### config.mk
export PLATFORM = sky130hd
export DESIGN_NAME = uart_tx_buffered
export DESIGN_NICKNAME = d
export VERILOG_FILES = /design/src/rtl/uart_tx_buffered.sv
export SDC_FILE = /design/constraint.sdc
export NUM_CORES = 1
export LEC_CHECK = 0
export ABC_CLOCK_PERIOD_IN_PS = 7800
export BUFFER_PORTS_ARGS = -buffer_cell sky130_fd_sc_hd__buf_2
export CORE_MARGIN = 1
export CORE_UTILIZATION = 65
export DETAILED_ROUTE_END_ITERATION = 8
export GPL_TIMING_DRIVEN = 0
export PLACE_DENSITY_LB_ADDON = 0.25
export SETUP_SLACK_MARGIN = 0.4
export SYNTH_ARGS = -nofsm -noshare
export SYNTH_HDL_FRONTEND = slang
export SYNTH_SLANG_ARGS = --single-unit
### constraint.sdc
create_clock -name clk -period 7.8 [get_ports clk]
set_clock_uncertainty 0.15 [all_clocks]
set_input_delay 1.17 -clock clk [delete_from_list [all_inputs] [get_ports clk]]
set_output_delay 1.17 -clock clk [all_outputs]
set_load 0.1 [all_outputs]
### src/rtl/uart_tx_buffered.sv
`default_nettype none
// ============================================================================
// Module      : uart_tx_buffered
// Description : Buffered 8N1 UART transmitter. Byte pushes land in a circular
//               FIFO; a serializer drains it back-to-back onto uart_tx, so the
//               writer never waits on the line rate.
// Revision    : 1.0 - initial release
// ============================================================================
module uart_tx_buffered #(
    parameter int CLK_FREQ   = 100000000,
    parameter int BAUD_RATE  = 115200,
    parameter int FIFO_DEPTH = 16
) (
    input  logic                          clk,
    input  logic                          rst,
    input  logic                          wr_en,
    input  logic [7:0]                    wr_data,
    output logic                          full,
    output logic                          empty,
    output logic [$clog2(FIFO_DEPTH):0]   count,
    output logic                          busy,
    output logic                          overflow,
    output logic                          uart_tx
);

    localparam int c_CLKS_PER_BIT = CLK_FREQ / BAUD_RATE;
    localparam int c_AW           = $clog2(FIFO_DEPTH);
    localparam int c_BW           = $clog2(c_CLKS_PER_BIT);

    localparam logic [c_BW-1:0] c_BAUD_LAST = c_BW'(c_CLKS_PER_BIT - 1);
    localparam logic [c_AW:0]   c_FULL_CNT  = (c_AW + 1)'(FIFO_DEPTH);

    localparam logic [1:0] c_S_IDLE  = 2'd0;
    localparam logic [1:0] c_S_START = 2'd1;
    localparam logic [1:0] c_S_DATA  = 2'd2;
    localparam logic [1:0] c_S_STOP  = 2'd3;

    logic [7:0]      r_mem [FIFO_DEPTH];
    logic [c_AW-1:0] r_wr_ptr;
    logic [c_AW-1:0] r_rd_ptr;
    logic [c_AW:0]   r_count;
    logic            r_overflow;

    logic [1:0]      r_state;
    logic [7:0]      r_sr;
    logic [2:0]      r_bit_idx;
    logic [c_BW-1:0] r_baud_cnt;
    logic            r_tx;

    logic            w_full;
    logic            w_empty;
    logic            w_push;
    logic            w_pop;
    logic            w_baud_last;
    logic [7:0]      w_head;

    // Status flags come from the registered occupancy only, never from this cycle's request.
    assign w_full      = (r_count == c_FULL_CNT);
    assign w_empty     = (r_count == '0);
    assign w_baud_last = (r_baud_cnt == c_BAUD_LAST);
    assign w_head      = r_mem[r_rd_ptr];

    // A full FIFO drops the push even if the serializer pops in the same cycle.
    assign w_push = wr_en && !w_full;
    assign w_pop  = !w_empty && ((r_state == c_S_IDLE) ||
                                 ((r_state == c_S_STOP) && w_baud_last));

    // Storage array: written on accepted pushes, no reset needed for the data itself.
    always_ff @(posedge clk) begin
        if (w_push) begin
            r_mem[r_wr_ptr] <= wr_data;
        end
    end

    // Pointers, occupancy and the one-cycle overflow pulse.
    always_ff @(posedge clk) begin
        if (rst) begin
            r_wr_ptr   <= '0;
            r_rd_ptr   <= '0;
            r_count    <= '0;
            r_overflow <= 1'b0;
        end else begin
            r_overflow <= wr_en && w_full;
            if (w_push) begin
                r_wr_ptr <= r_wr_ptr + c_AW'(1);
            end
            if (w_pop) begin
                r_rd_ptr <= r_rd_ptr + c_AW'(1);
            end
            case ({w_push, w_pop})
                2'b10:   r_count <= r_count + (c_AW + 1)'(1);
                2'b01:   r_count <= r_count - (c_AW + 1)'(1);
                default: r_count <= r_count;
            endcase
        end
    end

    // Serializer: the line register is updated together with the state so each
    // bit boundary and the line transition happen on the same edge.
    always_ff @(posedge clk) begin
        if (rst) begin
            r_state    <= c_S_IDLE;
            r_sr       <= '0;
            r_bit_idx  <= '0;
            r_baud_cnt <= '0;
            r_tx       <= 1'b1;
        end else begin
            case (r_state)
                c_S_IDLE: begin
                    r_tx <= 1'b1;
                    if (!w_empty) begin
                        r_sr       <= w_head;
                        r_baud_cnt <= '0;
                        r_state    <= c_S_START;
                        r_tx       <= 1'b0;
                    end
                end
                c_S_START: begin
                    if (w_baud_last) begin
                        r_baud_cnt <= '0;
                        r_bit_idx  <= '0;
                        r_state    <= c_S_DATA;
                        r_tx       <= r_sr[0];
                    end else begin
                        r_baud_cnt <= r_baud_cnt + c_BW'(1);
                    end
                end
                c_S_DATA: begin
                    if (w_baud_last) begin
                        r_baud_cnt <= '0;
                        if (r_bit_idx == 3'd7) begin
                            r_state <= c_S_STOP;
                            r_tx    <= 1'b1;
                        end else begin
                            r_bit_idx <= r_bit_idx + 3'd1;
                            r_tx      <= r_sr[r_bit_idx + 3'd1];
                        end
                    end else begin
                        r_baud_cnt <= r_baud_cnt + c_BW'(1);
                    end
                end
                c_S_STOP: begin
                    if (w_baud_last) begin
                        r_baud_cnt <= '0;
                        // Chain straight into the next frame when data is waiting.
                        if (!w_empty) begin
                            r_sr    <= w_head;
                            r_state <= c_S_START;
                            r_tx    <= 1'b0;
                        end else begin
                            r_state <= c_S_IDLE;
                            r_tx    <= 1'b1;
                        end
                    end else begin
                        r_baud_cnt <= r_baud_cnt + c_BW'(1);
                    end
                end
                default: begin
                    r_state <= c_S_IDLE;
                    r_tx    <= 1'b1;
                end
            endcase
        end
    end

    assign full     = w_full;
    assign empty    = w_empty;
    assign count    = r_count;
    assign busy     = (r_state != c_S_IDLE);
    assign overflow = r_overflow;
    assign uart_tx  = r_tx;

endmodule
`default_nettype wire
==> metrics.txt <==
# TYPE chip_impl_metric gauge
chip_impl_metric{name="dp_hpwl",unit="um"} 9700
chip_impl_metric{name="power.combinational.fraction",unit="%"} 32.5
chip_impl_info{name="synth_flop_cell",value="sky130_fd_sc_hd__edfxtp_1"} 1
chip_impl_metric{name="via_count",unit=""} 4182
chip_impl_info{name="worstHoldPathType",value="register to register"} 1
chip_impl_metric{name="power.switching_fraction",unit="%"} 34.6
chip_impl_metric{name="slew_limit_headroom",unit="%"} 12.3
chip_impl_metric{name="initialDrtViolationCount",unit=""} 498
chip_impl_metric{name="floorplan.die.width",unit="um"} 107
chip_impl_info{name="timing.critical_path.slowest_stage_cell",value="sky130_fd_sc_hd__or4b_1"} 1
chip_impl_metric{name="yosysWarnings",unit=""} 0
chip_impl_info{name="grt_setup_unrepaired",value="no"} 1
chip_impl_metric{name="postSynthAreaPerCell",unit="um^2"} 15.8
chip_impl_metric{name="post_layout_util",unit="%"} 76.6
chip_impl_metric{name="required",unit="ps"} 8050
chip_impl_metric{name="fraction_of_final_layout_cells_sized_beyond_drive_strength_1",unit="%"} 22.9
chip_impl_metric{name="post_cts_sizing_count",unit=""} 0
chip_impl_metric{name="wirelength_per_cell",unit="um"} 23.7
chip_impl_metric{name="post-route-drc-count",unit=""} 0
chip_impl_metric{name="cpPeakStageDelay",unit="ps"} 480
chip_impl_metric{name="fin_worst_hold_slack",unit="ps"} 311
chip_impl_metric{name="synthesis.nets",unit=""} 482
chip_impl_info{name="cp-start-kind",value="input port"} 1
chip_impl_metric{name="seq_power_share",unit="%"} 38.4
chip_impl_info{name="criticalPathCategory",value="input port to register"} 1
chip_impl_metric{name="die_height",unit="um"} 107
chip_impl_metric{name="final_worst_path_period_share",unit="%"} 47.7
chip_impl_metric{name="critical_path.max_fanout",unit=""} 10
chip_impl_metric{name="cellInternalPower",unit="mW"} 1.87
chip_impl_metric{name="final_antenna_net_count",unit=""} 0
chip_impl_metric{name="syn_to_final_growth",unit="%"} 12.1
chip_impl_metric{name="synth_simple_gate_area_share",unit="%"} 8.40
chip_impl_metric{name="vias_in_the_first_global_route",unit=""} 4137
chip_impl_metric{name="max-cap-violations",unit=""} 0
chip_impl_metric{name="number_of_distinct_standard_cells_referenced_by_the_synthesized_netlist",unit=""} 57
chip_impl_metric{name="timing.fmax",unit="MHz"} 269
chip_impl_metric{name="die_outline_area",unit="um^2"} 11500
chip_impl_metric{name="rows",unit=""} 37
chip_impl_metric{name="pwr_density_cell",unit="nW/um^2"} 356
chip_impl_metric{name="synthesis.area",unit="um^2"} 7180
chip_impl_metric{name="share_clk_of_total_power",unit="%"} 29.1
chip_impl_metric{name="slew_viol_final",unit=""} 0
chip_impl_metric{name="post-place-ws",unit="ps"} 3720
chip_impl_metric{name="report.final.hold_viol_count",unit=""} 0
chip_impl_info{name="layout_commonest_cell",value="sky130_fd_sc_hd__edfxtp_1"} 1
chip_impl_metric{name="worst_skew_pair.late_latency",unit="ps"} 540
chip_impl_metric{name="diodes",unit=""} 0
chip_impl_metric{name="grt_remaining_overflow",unit=""} 0
chip_impl_metric{name="yosysSeqAreaShare",unit="%"} 65.3
chip_impl_metric{name="final.setup.worst_slack",unit="ps"} 4080
chip_impl_info{name="dominant_combinational_cell_family_by_area_after_synthesis",value="multiplexers"} 1
chip_impl_metric{name="cts_buffers",unit=""} 17
chip_impl_metric{name="vdd_drop_max",unit="uV"} 265
chip_impl_metric{name="floorplan.initialDensity",unit="%"} 68.3
chip_impl_info{name="timing.critical_path.cells",value="buf_2, inv_1, a21oi_1, clkbuf_1, inv_1, ha_1, xor2_1, ha_1, a31oi_1, or4b_1, a21oi_1, o32ai_1"} 1
chip_impl_metric{name="setup-violations-final",unit=""} 0
chip_impl_metric{name="grt_antenna_before_repair",unit=""} 0
chip_impl_metric{name="dr.pass1.iters",unit=""} 5
chip_impl_metric{name="core_area",unit="um^2"} 10500
chip_impl_metric{name="pin_count_of_the_biggest_net_entering_global_routing",unit=""} 17
chip_impl_metric{name="cts-htree-levels",unit=""} 4
chip_impl_info{name="layout.cells.most_common_list",value="sky130_fd_sc_hd__edfxtp_1, sky130_fd_sc_hd__mux4_2, sky130_fd_sc_hd__dfxtp_1"} 1
chip_impl_metric{name="grt_pass1_wl",unit="um"} 23200
chip_impl_metric{name="post-cts-setup-buffers",unit=""} 0
chip_impl_metric{name="xor_xnor_share_of_the_synthesized_area",unit="%"} 1.22
chip_impl_info{name="result_of_the_run",value="completed"} 1
chip_impl_metric{name="synth-compound-area-share",unit="%"} 5.75
chip_impl_metric{name="leak_pwr",unit="nW"} 2.71
chip_impl_metric{name="layout.cell_area.non_filler",unit="um^2"} 8050
chip_impl_metric{name="cts-hold-fix-buffers",unit=""} 0
chip_impl_metric{name="synthAdderAreaFrac",unit="%"} 2.79
chip_impl_metric{name="cts.sinks",unit=""} 170
chip_impl_metric{name="async_reset_ff_share",unit="%"} 0
chip_impl_metric{name="route.final.wire_length",unit="um"} 15300
chip_impl_metric{name="finalWorstPathRequiredPeriod",unit="ps"} 3720
chip_impl_info{name="worstSetupEndpointType",value="register"} 1
chip_impl_metric{name="clock_tree.buffer_depth",unit=""} 2
chip_impl_metric{name="switchingPower",unit="mW"} 0.991
chip_impl_metric{name="synthMuxAreaShare",unit="%"} 13.9
chip_impl_metric{name="grtUsageTotal",unit="%"} 29.2
chip_impl_metric{name="finalNetCount",unit=""} 521
chip_impl_metric{name="tightestPinTransition",unit="ps"} 1310
chip_impl_metric{name="setup_total_negative_slack",unit="ps"} 0
chip_impl_info{name="tritoncts_clock_tree",value="yes"} 1
chip_impl_metric{name="synth_enable_flop_cells",unit=""} 128
chip_impl_metric{name="clk_transition_reported_paths",unit="ps"} 70
chip_impl_metric{name="io_buffer_count",unit=""} 20
chip_impl_metric{name="fill_cells",unit=""} 571
chip_impl_metric{name="cells_after_synthesis",unit=""} 455
chip_impl_metric{name="arrival",unit="ps"} 3970
chip_impl_metric{name="io_pins",unit=""} 21
chip_impl_info{name="root_buffer",value="sky130_fd_sc_hd__clkbuf_8"} 1
chip_impl_metric{name="ys_seq_elements",unit=""} 170
chip_impl_metric{name="placed_area",unit="um^2"} 7450
chip_impl_metric{name="last_weighted_congestion_value_of_the_routability_driven_placer",unit=""} 0.878
chip_impl_metric{name="post_drt_via_cell_ratio",unit=""} 6.50
## Yosys cell counts (2+ instances only)
cell                        instances  area (um^2)
sky130_fd_sc_hd__clkbuf_1          10         37.5
sky130_fd_sc_hd__dfxtp_1           42          841
sky130_fd_sc_hd__a31oi_1            4         25.0
sky130_fd_sc_hd__nor3_1            11         55.1
sky130_fd_sc_hd__buf_2              3         15.0
sky130_fd_sc_hd__nand4_1            4         25.0
sky130_fd_sc_hd__a311oi_1           3         26.3
sky130_fd_sc_hd__xnor2_1            5         43.8
sky130_fd_sc_hd__inv_1             19         71.3
sky130_fd_sc_hd__mux2i_1            2         20.0
sky130_fd_sc_hd__edfxtp_1         128         3840
sky130_fd_sc_hd__o31ai_1            2         15.0
sky130_fd_sc_hd__buf_4              4         30.0
sky130_fd_sc_hd__buf_1              6         22.5
sky130_fd_sc_hd__mux2_2             3         33.8
sky130_fd_sc_hd__nand2b_1           5         31.3
sky130_fd_sc_hd__nand2_1           15         56.3
sky130_fd_sc_hd__nor2_1            39          146
sky130_fd_sc_hd__o2bb2ai_1          8         70.1
sky130_fd_sc_hd__o21ai_0           13         65.1
sky130_fd_sc_hd__nand3_1            5         25.0
sky130_fd_sc_hd__ha_1              16          200
sky130_fd_sc_hd__a31o_2             2         17.5
sky130_fd_sc_hd__mux4_2            42          946
sky130_fd_sc_hd__a21oi_1           17         85.1
sky130_fd_sc_hd__xor2_1             5         43.8
sky130_fd_sc_hd__and3b_1            3         26.3
sky130_fd_sc_hd__nand3b_1           6         45.0
sky130_fd_sc_hd__nor3b_1            3         22.5
sky130_fd_sc_hd__and3_1             3         18.8
## critical path, delay by kind of cell
family / cells / cell delay, ps
AOI/OAI and AO/OA: 4 / 810
buffers and inverters: 4 / 740
adders and majority gates: 2 / 570
and+or+nand+nor: 1 / 480
xor gates and xnor gates: 1 / 190
## power groups by stage
stage	clock network (mW)	logic [mW]	registers (mW)
floorplan	0	0.627	1.20
global placement	0	0.885	1.11
detailed placement	0	0.906	1.12
CTS	0.838	0.929	1.10
global route	0.871	0.990	1.10
finish	0.833	0.931	1.10
## sequential cells by signal, summed over array words and instances, names as in the netlist, named ones only
| signal | flops |
|---|---|
| count | 5 |
| r_state | 2 |
| r_rd_ptr | 4 |
| r_wr_ptr | 4 |
| uart_tx | 1 |
| overflow | 1 |
| r_sr | 8 |
| r_baud_cnt | 10 |
| r_mem | 128 |
| r_bit_idx | 3 |
## layer usage
metal / share of wire (%) / wire length, um / vias up / GRT usage, %
li1: - / - / 1847 / -
met1: 37 / 5660 / 2079 / 35.4
met2: 53 / 8110 / 213 / 50.5
met3: 6.8 / 1040 / 43 / 6.38
met4: 3.0 / 458 / 0 / 13.1
met5: 0 / 0 / - / 0
## final timing paths
check | startpoint | endpoint | slack, ps | depth (start not counted)
max | wr_en | count[4] | 4080 | 12
min | r_bit_idx[2] | r_bit_idx[2] | 310 | 2
max reg2reg | r_state[0] | count[4] | 4180 | 12
min reg2reg | r_bit_idx[2] | r_bit_idx[2] | 310 | 2
## per-stage QoR
| step | total power, mW | std cells |
|---|---|---|
| after floorplan | 1.82 | 455 |
| after global placement | 2.00 | 611 |
| after detailed placement | 2.02 | 611 |
| after CTS | 2.87 | 643 |
| after global routing | 2.97 | 643 |
| final | 2.86 | 643 |
## area by class of cell
class | count | area (um^2) | share of cell area (%)
flip-flops and latches | 170 | 4680 | 58.2
repair buffers | 20 | 100 | 1.24
plain buffers | 24 | 116 | 1.45
multi-input cells | 242 | 2320 | 28.8
clock buffers | 17 | 414 | 5.15
clock inverters | 15 | 170 | 2.12
inverters | 19 | 71.3 | 0.886
well taps | 136 | 170 | 2.12
## logic make-up after synthesis
| kind of cell | Yosys count |
|---|---|
| mux | 47 |
| compound gates | 60 |
| flops | 170 |
| simple gates | 109 |
| buf+inv | 43 |
| xor+xnor | 10 |
| fa+ha+maj | 16 |
No activity file was read; power rests on OpenSTA's default activity.
